<file path="config.mk">
export PLATFORM = sky130hd
export DESIGN_NAME = operand_forward
export DESIGN_NICKNAME = d
export VERILOG_FILES = /design/src/rtl/operand_forward.sv
export SDC_FILE = /design/constraint.sdc
export NUM_CORES = 1
export LEC_CHECK = 0
export ABC_AREA = 0
export ABC_CLOCK_PERIOD_IN_PS = 1900
export CORE_MARGIN = 4
export CORE_UTILIZATION = 44
export CTS_BUF_LIST = sky130_fd_sc_hd__clkbuf_2
export DETAILED_ROUTE_END_ITERATION = 7
export HOLD_SLACK_MARGIN = 0.05
export PLACE_DENSITY = 0.83
export SETUP_SLACK_MARGIN = 0.02
export SYNTH_ARGS = -nofsm -noshare
export SYNTH_HDL_FRONTEND = slang
export SYNTH_SLANG_ARGS = --single-unit
</file>
<file path="constraint.sdc">
create_clock -name clock -period 1.9 [get_ports clock]
set_clock_uncertainty 0.05 [all_clocks]
set_input_delay 0.38 -clock clock [delete_from_list [all_inputs] [get_ports clock]]
set_output_delay 0.38 -clock clock [all_outputs]
set_load 0.01 [all_outputs]
</file>
<file path="src/rtl/operand_forward.sv">
// D/E and E/M operand forwarding datapath with stall watchdog.
// Optional OPERAND_FORWARD_PERF_EN adds stall/bubble cycle counters.
module operand_forward #(
   parameter int XLEN        = 32,
   parameter int STALL_LIMIT = 8,
   parameter int CNT_W       = 4
) (
   input  logic            clock,
   input  logic            reset_n,
   input  logic            fetch_stall,
   input  logic            flush_e,
   input  logic            valid_d,
   input  logic [1:0]      rs1_bypass_d,
   input  logic [2:0]      rs2_bypass_d,
   input  logic [XLEN-1:0] rs1_data_d,
   input  logic [XLEN-1:0] rs2_data_d,
   input  logic [XLEN-1:0] alu_result_m,
   input  logic [XLEN-1:0] wb_data_w,
   output logic            pc_enable,
   output logic            fd_enable,
   output logic            valid_e,
   output logic [XLEN-1:0] rs1_val_e,
   output logic [XLEN-1:0] rs2_val_e,
   output logic            valid_m,
   output logic [XLEN-1:0] store_data_m,
   output logic            stall_timeout
`ifdef OPERAND_FORWARD_PERF_EN
  ,output logic [31:0]     stall_cycles,
   output logic [31:0]     bubble_cycles
`endif
);

   logic            bubble;
   logic            valid_e_q, valid_e_d;
   logic [1:0]      sel1_e_q, sel1_e_d;
   logic [2:0]      sel2_e_q, sel2_e_d;
   logic [XLEN-1:0] r1_e_q, r1_e_d;
   logic [XLEN-1:0] r2_e_q, r2_e_d;
   logic            valid_m_q;
   logic [2:0]      sel2_m_q;
   logic [XLEN-1:0] sd_m_q;
   logic [CNT_W-1:0] run_cnt_q, run_cnt_d;
   logic            timeout_q, timeout_d;

   assign bubble    = fetch_stall | flush_e;
   assign pc_enable = ~fetch_stall;
   assign fd_enable = ~fetch_stall;

   always_comb begin
      valid_e_d = 1'b0;
      sel1_e_d  = '0;
      sel2_e_d  = '0;
      r1_e_d    = '0;
      r2_e_d    = '0;
      if (!bubble) begin
         valid_e_d = valid_d;
         r1_e_d    = rs1_data_d;
         r2_e_d    = rs2_data_d;
         // invalid slots never forward, so later stages see select 0
         if (valid_d) begin
            sel1_e_d = rs1_bypass_d;
            sel2_e_d = rs2_bypass_d;
         end
      end
   end

   always_ff @(posedge clock or negedge reset_n) begin
      if (!reset_n) begin
         valid_e_q <= 1'b0;
         sel1_e_q  <= '0;
         sel2_e_q  <= '0;
         r1_e_q    <= '0;
         r2_e_q    <= '0;
      end else begin
         valid_e_q <= valid_e_d;
         sel1_e_q  <= sel1_e_d;
         sel2_e_q  <= sel2_e_d;
         r1_e_q    <= r1_e_d;
         r2_e_q    <= r2_e_d;
      end
   end

   always_comb begin
      rs1_val_e = r1_e_q;
      unique case (sel1_e_q)
         2'd1:    rs1_val_e = alu_result_m;
         2'd3:    rs1_val_e = wb_data_w;
         default: rs1_val_e = r1_e_q;
      endcase
   end

   always_comb begin
      rs2_val_e = r2_e_q;
      unique case (sel2_e_q)
         3'd1:    rs2_val_e = alu_result_m;
         3'd3:    rs2_val_e = wb_data_w;
         default: rs2_val_e = r2_e_q;
      endcase
   end

   assign valid_e = valid_e_q;

   always_ff @(posedge clock or negedge reset_n) begin
      if (!reset_n) begin
         valid_m_q <= 1'b0;
         sel2_m_q  <= '0;
         sd_m_q    <= '0;
      end else begin
         valid_m_q <= valid_e_q;
         sel2_m_q  <= sel2_e_q;
         sd_m_q    <= rs2_val_e;
      end
   end

   assign valid_m      = valid_m_q;
   assign store_data_m = (valid_m_q && sel2_m_q == 3'd4) ? wb_data_w
                                                         : sd_m_q;

   always_comb begin
      run_cnt_d = '0;
      timeout_d = timeout_q;
      if (fetch_stall) begin
         run_cnt_d = (run_cnt_q == '1) ? run_cnt_q : run_cnt_q + 1'b1;
         if (run_cnt_q == CNT_W'(STALL_LIMIT - 1))
            timeout_d = 1'b1;
      end
   end

   always_ff @(posedge clock or negedge reset_n) begin
      if (!reset_n) begin
         run_cnt_q <= '0;
         timeout_q <= 1'b0;
      end else begin
         run_cnt_q <= run_cnt_d;
         timeout_q <= timeout_d;
      end
   end

   assign stall_timeout = timeout_q;

`ifdef OPERAND_FORWARD_PERF_EN
   logic [31:0] stall_cnt_q, bubble_cnt_q;

   always_ff @(posedge clock or negedge reset_n) begin
      if (!reset_n) begin
         stall_cnt_q  <= '0;
         bubble_cnt_q <= '0;
      end else begin
         if (fetch_stall) stall_cnt_q <= stall_cnt_q + 32'd1;
         if (bubble)      bubble_cnt_q <= bubble_cnt_q + 32'd1;
      end
   end

   assign stall_cycles  = stall_cnt_q;
   assign bubble_cycles = bubble_cnt_q;
`endif

endmodule

</file>
[Word-level counts from Yosys, hierarchy flattened]
Index checks and enable logic that the tools add are counted.
Storage, ports and cells
  bits in registers: 111
  input bits: 138
  output and inout bits: 101
Operators by class
  add/sub/neg operators: 1
  eq/ne operators: 8
  mux-type cells: 12
  bitwise logic cells: 2
  reductions and logical operators: 2
Operators with widths (count)
  32-bit one-hot mux with 2 select lines: 2
  32-bit 2-to-1 mux: 3
  4-bit 2-to-1 mux: 2
  3-bit 2-to-1 mux: 2
  4-bit by 1-bit adder with 4-bit output, second input constant: 1
  4-bit by 3-bit == test with 1-bit output, second input constant: 1
  4-bit == test, second input constant: 1
  2-bit 2-to-1 mux: 2
  3-bit by 1-bit == test with 1-bit output, second input constant: 1
  3-bit by 2-bit == test with 1-bit output, second input constant: 1
  3-bit == test, second input constant: 1
  2-bit by 1-bit == test with 1-bit output, second input constant: 1
  2-bit == test, second input constant: 1
  2-bit != test, second input constant: 1
  2-bit AND reduction: 1
  1-bit logical AND: 1
  1-bit 2-to-1 mux: 1
  1-bit NOT: 1
  1-bit OR: 1

[Longest topological paths before layout]
  depth after elaboration: 3
  gate-level depth with buffers: 4

[Least setup slack after synthesis]
OpenSTA, ideal clock, no wires.
  path type: register to output
  start: register sel2_m_q[1]
  end: output store_data_m[10]
  arrival time: 1252 ps
  data required time: 1470 ps
  path slack: 218 ps
  cell stages (with the launch flop): 5
  buffers on the path: 2
  cells stage by stage: dfrtp_1 -> nor4bb_1 -> buf_4 -> buf_12 -> mux2_4
Between the ends
  longest elaborated chain between the ends: 3
RTL lines
  from (decl): line 40  | logic [2:0] sel2_m_q;
  from (signal assigned): line 110  | sel2_m_q <= sel2_e_q;
  3-bit == test: line 116  | assign store_data_m = (valid_m_q && sel2_m_q == 3'd4) ? wb_data_w
  1-bit logical AND: line 116
  32-bit 2-to-1 mux: line 116
  to (decl): line 25  | output logic [XLEN-1:0] store_data_m,
Every way passes these cells.

[Worst setup path after layout]
  start: register sel2_m_q[1]
  end: output store_data_m[4]
The elaborated chain is that of the path after synthesis.

==> results.cfg <==
[global_routing]
track_usage_pct = 24.9
grt_pass1_wl_um = 27800
grt.overflow.total = 0
antenna_found_initial = 1
grt_max_degree = 65
first_global_vias = 5061

[yosys]
async_flop_share_pct = 100
synth.top_cells.by_count = 111 x dfrtp_1, 90 x mux2_4, 69 x and2_1, 34 x mux2i_1
ys_ff_latch = 111
netlist_area_mm2 = 0.00560
synth_top_area_cell = dfrtp_1
yosysWarnings = 0
synth_cell_types = 28
yosysTopAreaCellShare_pct = 49.6
postSynthAreaPerCell_um2 = 13.2
synth_seq_area_share_pct = 49.6
synth_edf_count = 0
yosysMostFrequentCell = dfrtp_1
ys.flop_type = dfrtp_1
syn_nets = 563
synth_cells = 424
synth.area.top_cells = dfrtp_1 50%, mux2_4 24%, and2_1 7.7%, mux2i_1 6.1%, a21oi_1 2.9%

[floorplan]
die_w_um = 121
start_util_pct = 45.7
io_pins = 239
fp.coreArea_mm2 = 0.0123
rows = 40
dieArea_mm2 = 0.0146
fp.dieH_um = 121

[sta]
hold_viol_final = 0
slew_headroom_pct = 76.7
rsz0062_at_grt = true
hold_ws_ns = 0.167
min_period_ns = 2.62
setup_viol = 96
fin_crit_sh_pct = 138
finalMaxSlewViolations = 0
fmax_ghz = 0.381
setup_ws_ns = -0.725
tightestPinTransition_ns = 0.350

[clock_network]
clk_pin_slew_worst_paths_ns = 0.28
clockBufferDepth = 2
cts_tree = yes
cts_buffers = 9
cts_root_buf = clkbuf_2
worstSkewPairLatency_ns = 0.58
htreeDepth = 3
cts.sinks = 111

[critical_path]
end_kind = output pin
crit_path_max_fanout = 7
critPathLaunchType = flop
critPathKind = flop to output pin
slowest_stage = dfrtp_1
slowest_delay_ns = 0.46
crit_arrival_ns = 2.19
cpLargestDelayFamily = buffers and inverters
required_ns = 1.47
path_cells = nor4bb_4, buf_6, buf_12, buf_6, mux2_4, buf_6
cp_common_cell = buf_6
path_buf_inv = 4

[outcome]
status = complete, but fails checks
violations = negative setup slack

[detailed_routing]
postRouteAntennaNets = 0
wl_per_cell_um = 20.3
firstDrtPassIters = 4
viasPerCell = 4.98
initialDrtViolationCount = 216
drcViolationCount = 0
wl_um = 18400
dr_total_vias = 4516

[finish]
nets = 872
drive_gt1_share_pct = 42.3
utilization_pct = 74.5
area_growth_pct = 63.0
fill_cells = 805

[placement]
gp_congestion = 0.802
io_buffers = 238
dp_hpwl_um = 12500
place_ws_ns = -0.412

[power_and_ir_drop]
p_total_w = 0.00481
p_leak_nw = 4.34
peakVddDrop_v = 0.000323
powerDensity_mw_per_mm2 = 527

[min_path]
min_path_type = input pin to async pin

[run]
cap_viol_max_count = 0
flip-flops by register name (all words and copies together) (netlist names):
register       flops
r1_e_q            32
valid_e            1
valid_m            1
sd_m_q            32
r2_e_q            32
run_cnt_q          4
sel2_m_q           3
sel1_e_q           2
sel2_e_q           3
stall_timeout      1
worst reg2reg max path, stage by stage (launching register included):
cell,delay (ns)
dfrtp_2,0.50
buf_12,0.15
buf_12,0.15
mux2_4,0.30
mux2_4,0.27
buf_4,0.14
where the power goes:
group	switching, W	internal (W)	total [W]
Combinational	0.000463	0.000773	0.00124
Sequential	0.0000408	0.00247	0.00251
Clock	0.000761	0.000303	0.00106
Total	0.00126	0.00354	0.00481
placed cells by master, fill, tap and decap left out, drive strengths merged:
| master | n |
|---|---|
| buf | 185 |
| clkdlybuf4s50 | 136 |
| dfrtp | 111 |
| mux2 | 96 |
| and2 | 69 |
| mux2i | 34 |
| nor2 | 33 |
| a21oi | 32 |
| clkbuf | 14 |
| dlygate4sd2 | 4 |
| nand2 | 3 |
| inv | 2 |
| a31oi | 2 |
| clkinv | 2 |
| nor2b | 2 |
| diode | 1 |
| nor3b | 1 |
| nor4bb | 1 |
| o21ai | 1 |
| nand3 | 1 |
| nand2b | 1 |
| and3 | 1 |
| a211oi | 1 |
| a41o | 1 |
| ha | 1 |
| clkinvlp | 1 |
| bufinv | 1 |
| dlygate4sd3 | 1 |
kinds of logic (layout without fill, tap and decap cells):
family                   after synthesis  after routing  synth area share (%)
AND/OR/NAND/NOR                      112            112                  11.1
AO/OA/AOI/OAI                         37             37                  3.48
flip-flops                           111            111                  49.6
adder cells (fa/ha/maj)                1              1                 0.223
buffers and inverters                 33            346                  4.24
multiplexers                         130            130                  31.4
other                                  0              1                     0
cell type report:
| cell class | instances | area [um^2] | share of cell area, % |
|---|---|---|---|
| multi-input combinational | 280 | 2660 | 29.1 |
| tap | 168 | 210 | 2.30 |
| clock buffer | 11 | 55.1 | 0.603 |
| sequential | 111 | 2780 | 30.5 |
| inverter | 2 | 7.51 | 0.0822 |
| clock inverter | 4 | 47.5 | 0.521 |
| timing repair buffer | 329 | 3370 | 36.9 |
| antenna | 1 | 2.50 | 0.0274 |
metal layers:
| layer | part of all wire [%] | track usage, % | vias up |
|---|---|---|---|
| li1 | - | - | 2055 |
| met1 | 37 | 28.2 | 2233 |
| met2 | 54 | 45.5 | 181 |
| met3 | 5.6 | 4.90 | 47 |
| met4 | 3.6 | 10.6 | 0 |
| met5 | 0 | 0 | - |
timing repair:
item | 4_1_cts | 5_1_grt
resized for setup | 503 | 27
setup endpoints to repair | 101 | 97
hold buffers | 1 | 0
hold endpoints to repair | 111 | 0
pin swaps | 21 | 16
gates cloned | 7 | 2
setup buffers | 39 | 11
metrics by stage:
stage | instances | cell area, um^2 | setup TNS, ns
2_1_floorplan | 424 | 5600 | 0
3_5_place_dp | 842 | 8460 | -32.84
5_1_grt | 906 | 9130 | -60.67
4_1_cts | 904 | 9140 | -57.54
6_report | 906 | 9130 | -48.54
3_3_place_gp | 842 | 8460 | -31.11
worst paths after layout:
| kind | slack [ns] | startpoint | end | cells past startpoint |
|---|---|---|---|---|
| worst max-delay path | -0.72 | sel2_m_q[1]$_DFF_PN0_ | store_data_m[4] | 6 |
| worst min-delay path | 0.17 | reset_n | run_cnt_q[1]$_DFFE_PN0P_ | 2 |
| worst max register to register | 0.29 | sel2_e_q[1]$_DFF_PN0_ | sd_m_q[30]$_DFF_PN0_ | 5 |
| worst min register to register | 0.41 | valid_e$_DFF_PN0_ | valid_m$_DFF_PN0_ | 0 |
| max in group asynchronous | 1.03 | reset_n | sd_m_q[7]$_DFF_PN0_ | 3 |
| min in group clock | 0.25 | rs1_data_d[19] | r1_e_q[19]$_DFF_PN0_ | 2 |
(Power assumes the default switching activity.)
